## src/rtl/keypad_pkg.sv

```systemverilog
// Shared types and constants for the hex keypad entry block.
// Key map is indexed {row, col}; element 0 is row 0 / column 0.
package keypad_pkg;

  typedef enum logic [1:0] {
    SCAN     = 2'd0,
    PRESS_DB = 2'd1,
    HELD     = 2'd2,
    REL_DB   = 2'd3
  } kp_state_e;

  localparam logic [3:0] COL_IDLE = 4'b1110;

  localparam logic [15:0][3:0] KEY_MAP = {
    4'hD, 4'hE, 4'hF, 4'h0,
    4'hC, 4'h9, 4'h8, 4'h7,
    4'hB, 4'h6, 4'h5, 4'h4,
    4'hA, 4'h3, 4'h2, 4'h1
  };

  // Lowest-numbered row that reads low wins when several keys share a column.
  function automatic logic [1:0] low_row(input logic [3:0] rows);
    logic [1:0] r;
    r = 2'd0;
    for (int i = 3; i >= 0; i--) begin
      if (!rows[i]) r = 2'(i);
    end
    return r;
  endfunction

endpackage

```

## src/rtl/tick_divider.sv

```systemverilog
// Free-running divider: one-clock tick every DIV clocks, count 0..DIV-1.
// Also used by the display refresh logic.
module tick_divider #(
  parameter int DIV = 100000
) (
  input  logic clk,
  input  logic rst,
  output logic tick
);

  localparam int W = (DIV > 1) ? $clog2(DIV) : 1;
  localparam logic [W-1:0] LAST = W'(DIV - 1);

  logic [W-1:0] cnt;

  always_ff @(posedge clk) begin
    if (rst) begin
      cnt <= '0;
    end else if (cnt == LAST) begin
      cnt <= '0;
    end else begin
      cnt <= cnt + W'(1);
    end
  end

  assign tick = (cnt == LAST);

endmodule

```

## src/rtl/keypad_hex_entry.sv

```systemverilog
// 4x4 hex keypad scanner with debounce; accepted keys shift into a 16-bit entry.
//
// state    | meaning
// ---------+--------------------------------------------------------------
// SCAN     | rotating the low column each tick, looking for a low row
// PRESS_DB | column frozen, counting ticks the latched row stays low
// HELD     | key accepted, waiting for every row to read high
// REL_DB   | counting all-high ticks before resuming the scan
module keypad_hex_entry
  import keypad_pkg::*;
#(
  parameter int SCAN_DIV       = 100000,
  parameter int DEBOUNCE_TICKS = 8
) (
  input  logic        clk,
  input  logic        rst,
  input  logic [3:0]  row,
  output logic [3:0]  col,
  output logic [15:0] num,
  output logic [3:0]  key_code,
  output logic        key_valid,
  input  logic        clear
);

  localparam int DW = $clog2(DEBOUNCE_TICKS + 1);
  localparam logic [DW-1:0] DB_DONE = DW'(DEBOUNCE_TICKS);
  localparam logic [DW-1:0] DB_ONE  = DW'(1);

  kp_state_e   state, state_d;
  logic [1:0]  col_idx, col_idx_d;
  logic [1:0]  row_lat, row_lat_d;
  logic [DW-1:0] db_cnt, db_cnt_d, db_inc;
  logic [3:0]  row_m, row_s;
  logic        tick;
  logic        any_low;
  logic        accept;
  logic [1:0]  accept_row;
  logic [3:0]  accept_code;
  logic [7:0]  col_rot;

  tick_divider #(.DIV(SCAN_DIV)) u_tick (
    .clk  (clk),
    .rst  (rst),
    .tick (tick)
  );

  // Rows come straight off the keypad, so re-time them before any decision.
  always_ff @(posedge clk) begin
    if (rst) begin
      row_m <= 4'hF;
      row_s <= 4'hF;
    end else begin
      row_m <= row;
      row_s <= row_m;
    end
  end

  assign any_low = (row_s != 4'hF);
  assign db_inc  = (db_cnt == DB_DONE) ? db_cnt : db_cnt + DW'(1);

  always_ff @(posedge clk) begin
    if (rst) begin
      state   <= SCAN;
      col_idx <= 2'd0;
      row_lat <= 2'd0;
      db_cnt  <= '0;
    end else begin
      state   <= state_d;
      col_idx <= col_idx_d;
      row_lat <= row_lat_d;
      db_cnt  <= db_cnt_d;
    end
  end

  always_comb begin
    state_d    = state;
    col_idx_d  = col_idx;
    row_lat_d  = row_lat;
    db_cnt_d   = db_cnt;
    accept     = 1'b0;
    accept_row = row_lat;
    if (tick) begin
      case (state)
        SCAN: begin
          if (!any_low) begin
            col_idx_d = col_idx + 2'd1;
          end else begin
            row_lat_d = low_row(row_s);
            db_cnt_d  = DB_ONE;
            if (DB_DONE == DB_ONE) begin
              accept     = 1'b1;
              accept_row = low_row(row_s);
              state_d    = HELD;
            end else begin
              state_d = PRESS_DB;
            end
          end
        end
        PRESS_DB: begin
          if (!row_s[row_lat]) begin
            db_cnt_d = db_inc;
            if (db_inc == DB_DONE) begin
              accept  = 1'b1;
              state_d = HELD;
            end
          end else begin
            state_d   = SCAN;
            col_idx_d = col_idx + 2'd1;
          end
        end
        HELD: begin
          if (!any_low) begin
            db_cnt_d = DB_ONE;
            if (DB_DONE == DB_ONE) begin
              state_d   = SCAN;
              col_idx_d = col_idx + 2'd1;
            end else begin
              state_d = REL_DB;
            end
          end
        end
        REL_DB: begin
          if (!any_low) begin
            db_cnt_d = db_inc;
            if (db_inc == DB_DONE) begin
              state_d   = SCAN;
              col_idx_d = col_idx + 2'd1;
            end
          end else begin
            state_d = HELD;
          end
        end
        default: state_d = SCAN;
      endcase
    end
  end

  assign accept_code = KEY_MAP[{accept_row, col_idx}];

  // Rotating the idle pattern keeps exactly one column low.
  always_comb begin
    col_rot = {COL_IDLE, COL_IDLE} << col_idx;
    col     = col_rot[7:4];
  end

  always_ff @(posedge clk) begin
    if (rst) begin
      num       <= 16'h0000;
      key_code  <= 4'h0;
      key_valid <= 1'b0;
    end else begin
      key_valid <= accept;
      if (accept) key_code <= accept_code;
      if (clear) begin
        num <= 16'h0000;
      end else if (accept) begin
        num <= {num[11:0], accept_code};
      end
    end
  end

endmodule
```

## config.mk

```make
export PLATFORM = sky130hd
export DESIGN_NAME = keypad_hex_entry
export DESIGN_NICKNAME = d
export VERILOG_FILES = /design/src/rtl/keypad_pkg.sv /design/src/rtl/tick_divider.sv /design/src/rtl/keypad_hex_entry.sv
export SDC_FILE = /design/constraint.sdc
export NUM_CORES = 1
export LEC_CHECK = 0
export ABC_CLOCK_PERIOD_IN_PS = 5300
export BUFFER_PORTS_ARGS = -buffer_cell sky130_fd_sc_hd__buf_2
export CAP_MARGIN = 0
export CELL_PAD_IN_SITES_DETAIL_PLACEMENT = 0
export CELL_PAD_IN_SITES_GLOBAL_PLACEMENT = 1
export CORE_MARGIN = 1
export CORE_UTILIZATION = 47
export DETAILED_ROUTE_END_ITERATION = 6
export GPL_ROUTABILITY_DRIVEN = 0
export PLACE_DENSITY_LB_ADDON = 0.2
export RECOVER_POWER = 50
export SLEW_MARGIN = 20
export SYNTH_ARGS = -nofsm -noshare
export SYNTH_HDL_FRONTEND = slang
export SYNTH_SLANG_ARGS = --single-unit
```

## constraint.sdc

```tcl
create_clock -name clk -period 5.3 [get_ports clk]
set_input_delay 1.06 -clock clk [delete_from_list [all_inputs] [get_ports clk]]
set_output_delay 1.06 -clock clk [all_outputs]
set_load 0.05 [all_outputs]
```

* Word level (Yosys, flattened, before mapping)
Memories as Yosys holds them, arrays and structs flattened.
Cells that the tools add are included.
W data, S select, Z words.
** Storage, ports and cells
- Flip-flop bits (word level) :: 56
- Logic and storage cells :: 70
- Memories :: 1
- Memory bits (read-only) :: 64
** Memory list
- (name not given) :: depth 16, width 4, read ports 1, clocked after memory_dff 0, wr ports 0, RTL line keypad_hex_entry.sv:138 : assign accept_code = KEY_MAP[{accept_row, col_idx}];
** Operators by class
- Magnitude comparators :: 2
- Mux-type cells :: 29
- Reductions and logical operators :: 8
- $add $sub $neg :: 3
- Equal/unequal tests :: 16
- Shift operators :: 1
** Operators with widths (number)
- $mux W2 :: 14
- $mux W4 :: 6
- $add A17 B1 Y17 const B :: 1
- $eq A17 B17 Y1 const B :: 1
- $pmux W4 S4 :: 1
- $ne A2 B2 Y1 const B :: 7
- $reduce_and A5 Y1 :: 2
- $eq A4 B4 Y1 const B :: 2
- $pmux W2 S4 :: 1
- $shl A8 B2 Y8 const A :: 1
- $ne A3 B3 Y1 const B :: 2
- $pmux W2 S3 :: 1
- $reduce_and A6 Y1 :: 1
- $lt A4 B5 Y1 const B :: 1
- $mux W1 :: 5
- $add A4 B1 Y4 const B :: 1
- $eq A2 B2 Y1 const B :: 2
- $ne A4 B4 Y1 const B :: 1
- $reduce_or A2 Y1 :: 2
- $lt A2 B3 Y1 const B :: 1
- $reduce_and A3 Y1 :: 1
- $reduce_bool A3 Y1 :: 1
- $add A2 B1 Y2 const B :: 1
- $bmux W1 S2 :: 1
- other kinds (2) :: 2

* Depth between registers and ports, before layout
- Depth after elaboration :: 7
- Depth in mapped cells :: 9

* Cells and area by module
From an unflattened synthesis, not the netlist that was laid out.
** Second synthesis, totals
- Cells, all modules :: 279
- Area, all modules :: 2546.2 µm²
** Modules (own cells, without submodules)
- keypad_hex_entry :: seq. area each 780.7 µm², area an instance 1783.0 µm², cells an instance 192, instances 1
- tick_divider :: seq. area each 340.3 µm², area an instance 763.2 µm², cells an instance 87, instances 1

* Least setup slack after synthesis
No wires, ideal clock.
- Kind :: reg2out
- Start point :: register col_idx[0]
- End point :: output col[0]
- Arrival :: 1.031 ns
- Path buffers :: 0
- Setup slack :: 3.209 ns
- Stages on the path, launching flop included :: 4
- Data required time :: 4.240 ns
- Cells stage by stage :: dfxtp_1 -> inv_1 -> ha_1 -> inv_1
** On the way
- Cells in the longest elaborated chain, start to end :: 1
** RTL lines
- start: declaration :: RTL line keypad_hex_entry.sv:30 : logic [1:0] col_idx, col_idx_d;
- start signal: assignment :: RTL line keypad_hex_entry.sv:69 : col_idx <= col_idx_d;
- $shl A8 B2 Y8 :: RTL line keypad_hex_entry.sv:142 : col_rot = {COL_IDLE, COL_IDLE} << col_idx;
- end: declaration :: RTL line keypad_hex_entry.sv:18 : output logic [3:0] col,
Every way passes these cells.

* Worst setup path after layout
Same ends and word-level chain as after synthesis.

==> out/results.ini <==
[floorplan]
die_w_um=76.4
rows=26
coreArea_um2=5200
die-height_um=76.4
io_pins=32
die_area_um2=5830
initial_utilization_pct=49.9

[logic_synthesis]
synth_common_cells=dfxtp_1, nor2_1, nand2_1
synth-main-ff-cell=dfxtp_1
yosys.area.top_type=dfxtp_1
synth-edff-count=0
ys_top_cells_by_area=dfxtp_1, mux2i_1, nor2_1
synthCells=279
ys_seq_elements=56
avgSynthCellArea_um2=9.31
ys_seq_area_share_pct=43.1
yosysMostFrequentCell=dfxtp_1
synth_area_um2=2600
synth_fp_nets=295
yosysTopAreaCellShare_pct=43.1
async_flop_share_pct=0
yosysWarnings=0
ys_types=45

[setup_path]
max_stage_delay_ns=0.46
end_kind=output port
critPathTopFamily=flip-flops
rrSetupSlack_ns=2.82
crit_end=col[0]
crit_type=reg2out
timing.rr.start=db_cnt[0]
startpoint_type=flip-flop
critPathArrivalTime_ns=1.45
crit_fanout=6
path_buf_inv=3
path_depth=4
crit_top_cell=inv_1
reg2reg_depth=7
path_cells=inv_1, ha_1, inv_1, buf_2
slowest_stage=dfxtp_1
cp.required_ns=4.24
r2r_end=key_code[3]
crit_start=col_idx[0]

[detailed_routing]
top_layer=met4
num_vias=1884
m1WireLength_mm=2.33
firstDrtPassIters=4
routedWlPerCell_um=12.2
vias_per_cell=5.04
drtAntennaViolNets=0
drt_iter0_drc=88
drc=0
met3RoutedLength_um=224
wirelength_mm=4.56
met2WireLength_mm=1.95

[finish]
nets=319
fillCellCount=523
area_growth_pct=6.98
drive_gt1_share_pct=12.2
final_cell_count_no_fill=374
num_antenna_cells=0

[power_and_ir_drop]
p_sw_share_pct=23.6
peakVddDrop_uv=164
power_uw=695
combPwrFrac_pct=3.0
seqPwrFrac_pct=61.6
p_int_uw=531
p_leak_nw=0.981
p_per_area_nw_per_um2=250
clkPwrFrac_pct=35.3
netSwitchingPower_uw=164

[min_path]
hp-class=reg2reg
holdCritStartpoint=row_m[1]

[placed_design]
dp_cells=366
hpwl_mm=3.12
portBuffers=31

[clock_tree]
cts_hold_buf=0
cts_tree=built
h-tree-depth=2
cts-buffers-inserted=5
cts_buffer_depth=2
ctsResizeCount=0
cts.sinks=56
insertion_delay_ns=0.32
post_cts_buffers=0
cts_root_buffer=clkbuf_8
clk_pin_slew_ns=0.10

[sta]
setup_tns_ns=0
hold_viol=0
skew_ns=0.0132
whs_ns=0.416
rsz0062_at_grt=no
fmax_mhz=398
tightest_slew_ns=1.08
slew_violations=0
fin_crit_sh_pct=47.4
timing.final.crit_period_ns=2.51
relSlewSlack_pct=28.2
setup_viol=0

[global_route]
grt_pass1_vias=1735
grt_pass1_wl_mm=7.90
grt_use_total_pct=16.8
grt_max_degree=28
grt_antenna_before_repair=0
grt-ovfl-total=0

[run]
maxCapViolations=0

[outcome]
status=completed

-- final cells by class --
cell class / count / area (um2) / area share, %
Multi-Input combinational cell: 197 / 1300 / 46.8
Sequential cell: 56 / 1120 / 40.3
Timing Repair Buffer: 31 / 128 / 4.59
Tap cell: 70 / 87.6 / 3.15
Clock buffer: 5 / 68.8 / 2.48
Inverter: 12 / 45.0 / 1.62
Clock inverter: 3 / 27.5 / 0.990
-- sequential cells by signal, summed over array words and instances, names as in the netlist --
name	count
accept_row	2
col_idx	2
db_cnt	4
key_code	4
key_valid	1
num	16
row_m	4
row_s	4
state	2
u_tick.cnt	17
-- per-layer routing --
layer	up-vias	GRT usage, %
met5	-	0
met4	0	6.92
met3	5	4.31
met2	42	26.8
met1	848	21.6
li1	989	-
-- layout by cell type, fill, tap and decap left out, types with 2 or more instances in the layout --
cell type,synthesis,final
clkbuf_8,0,5
or3_1,5,6
dfxtp_1,56,56
nor3_1,12,12
or2_2,10,10
inv_1,11,11
nand2b_1,9,9
xnor2_1,3,3
buf_2,1,9
a211oi_1,4,4
xor2_1,10,10
nand4_1,4,4
ha_1,9,9
nor4_1,2,2
nor4b_2,2,2
nand3_1,6,6
nor2b_1,3,3
and3_1,4,4
clkbuf_1,4,22
mux2i_1,16,16
a21oi_1,10,10
mux2_2,4,4
nand2_1,20,20
a21boi_0,2,2
o21ai_0,6,6
nor2_1,41,41
-- power groups by stage --
stage                     clock network, mW  registers [mW]  logic, mW
after floorplan                           0           0.437     0.0182
after global placement                    0           0.438     0.0219
after detailed placement                  0           0.438     0.0217
after CTS                             0.257           0.429     0.0218
after global routing                  0.276           0.430     0.0238
final                                 0.246           0.429     0.0210
-- worst min-delay path by stage --
stage / cells after the start / to / slack [ns]
CTS: 1 / row_s[1] / 0.42
finish: 1 / row_s[1] / 0.42
floorplan: 1 / row_s[0] / 0.39
detailed placement: 1 / row_s[1] / 0.39
global route: 1 / row_s[0] / 0.43
global placement: 1 / row_s[3] / 0.39
-- per-stage QoR --
step	worst slack (ns)	util (%)	area, um2
floorplan	3.21	-	2600
global placement	2.58	52.5	2730
detailed placement	2.53	52.5	2730
CTS	2.52	54.3	2830
global route	2.59	53.4	2780
finish	2.79	53.4	2780
-- logic make-up after synthesis --
group	share of synthesized area [%]
DFF	43.1
buffers and inverters	6.02
muxes	9.77
AOI/OAI and AO/OA	6.64
adders and majority gates	4.33
xor gates and xnor gates	4.38
and+or+nand+nor	25.7
Power figures use the tool's default switching activity.
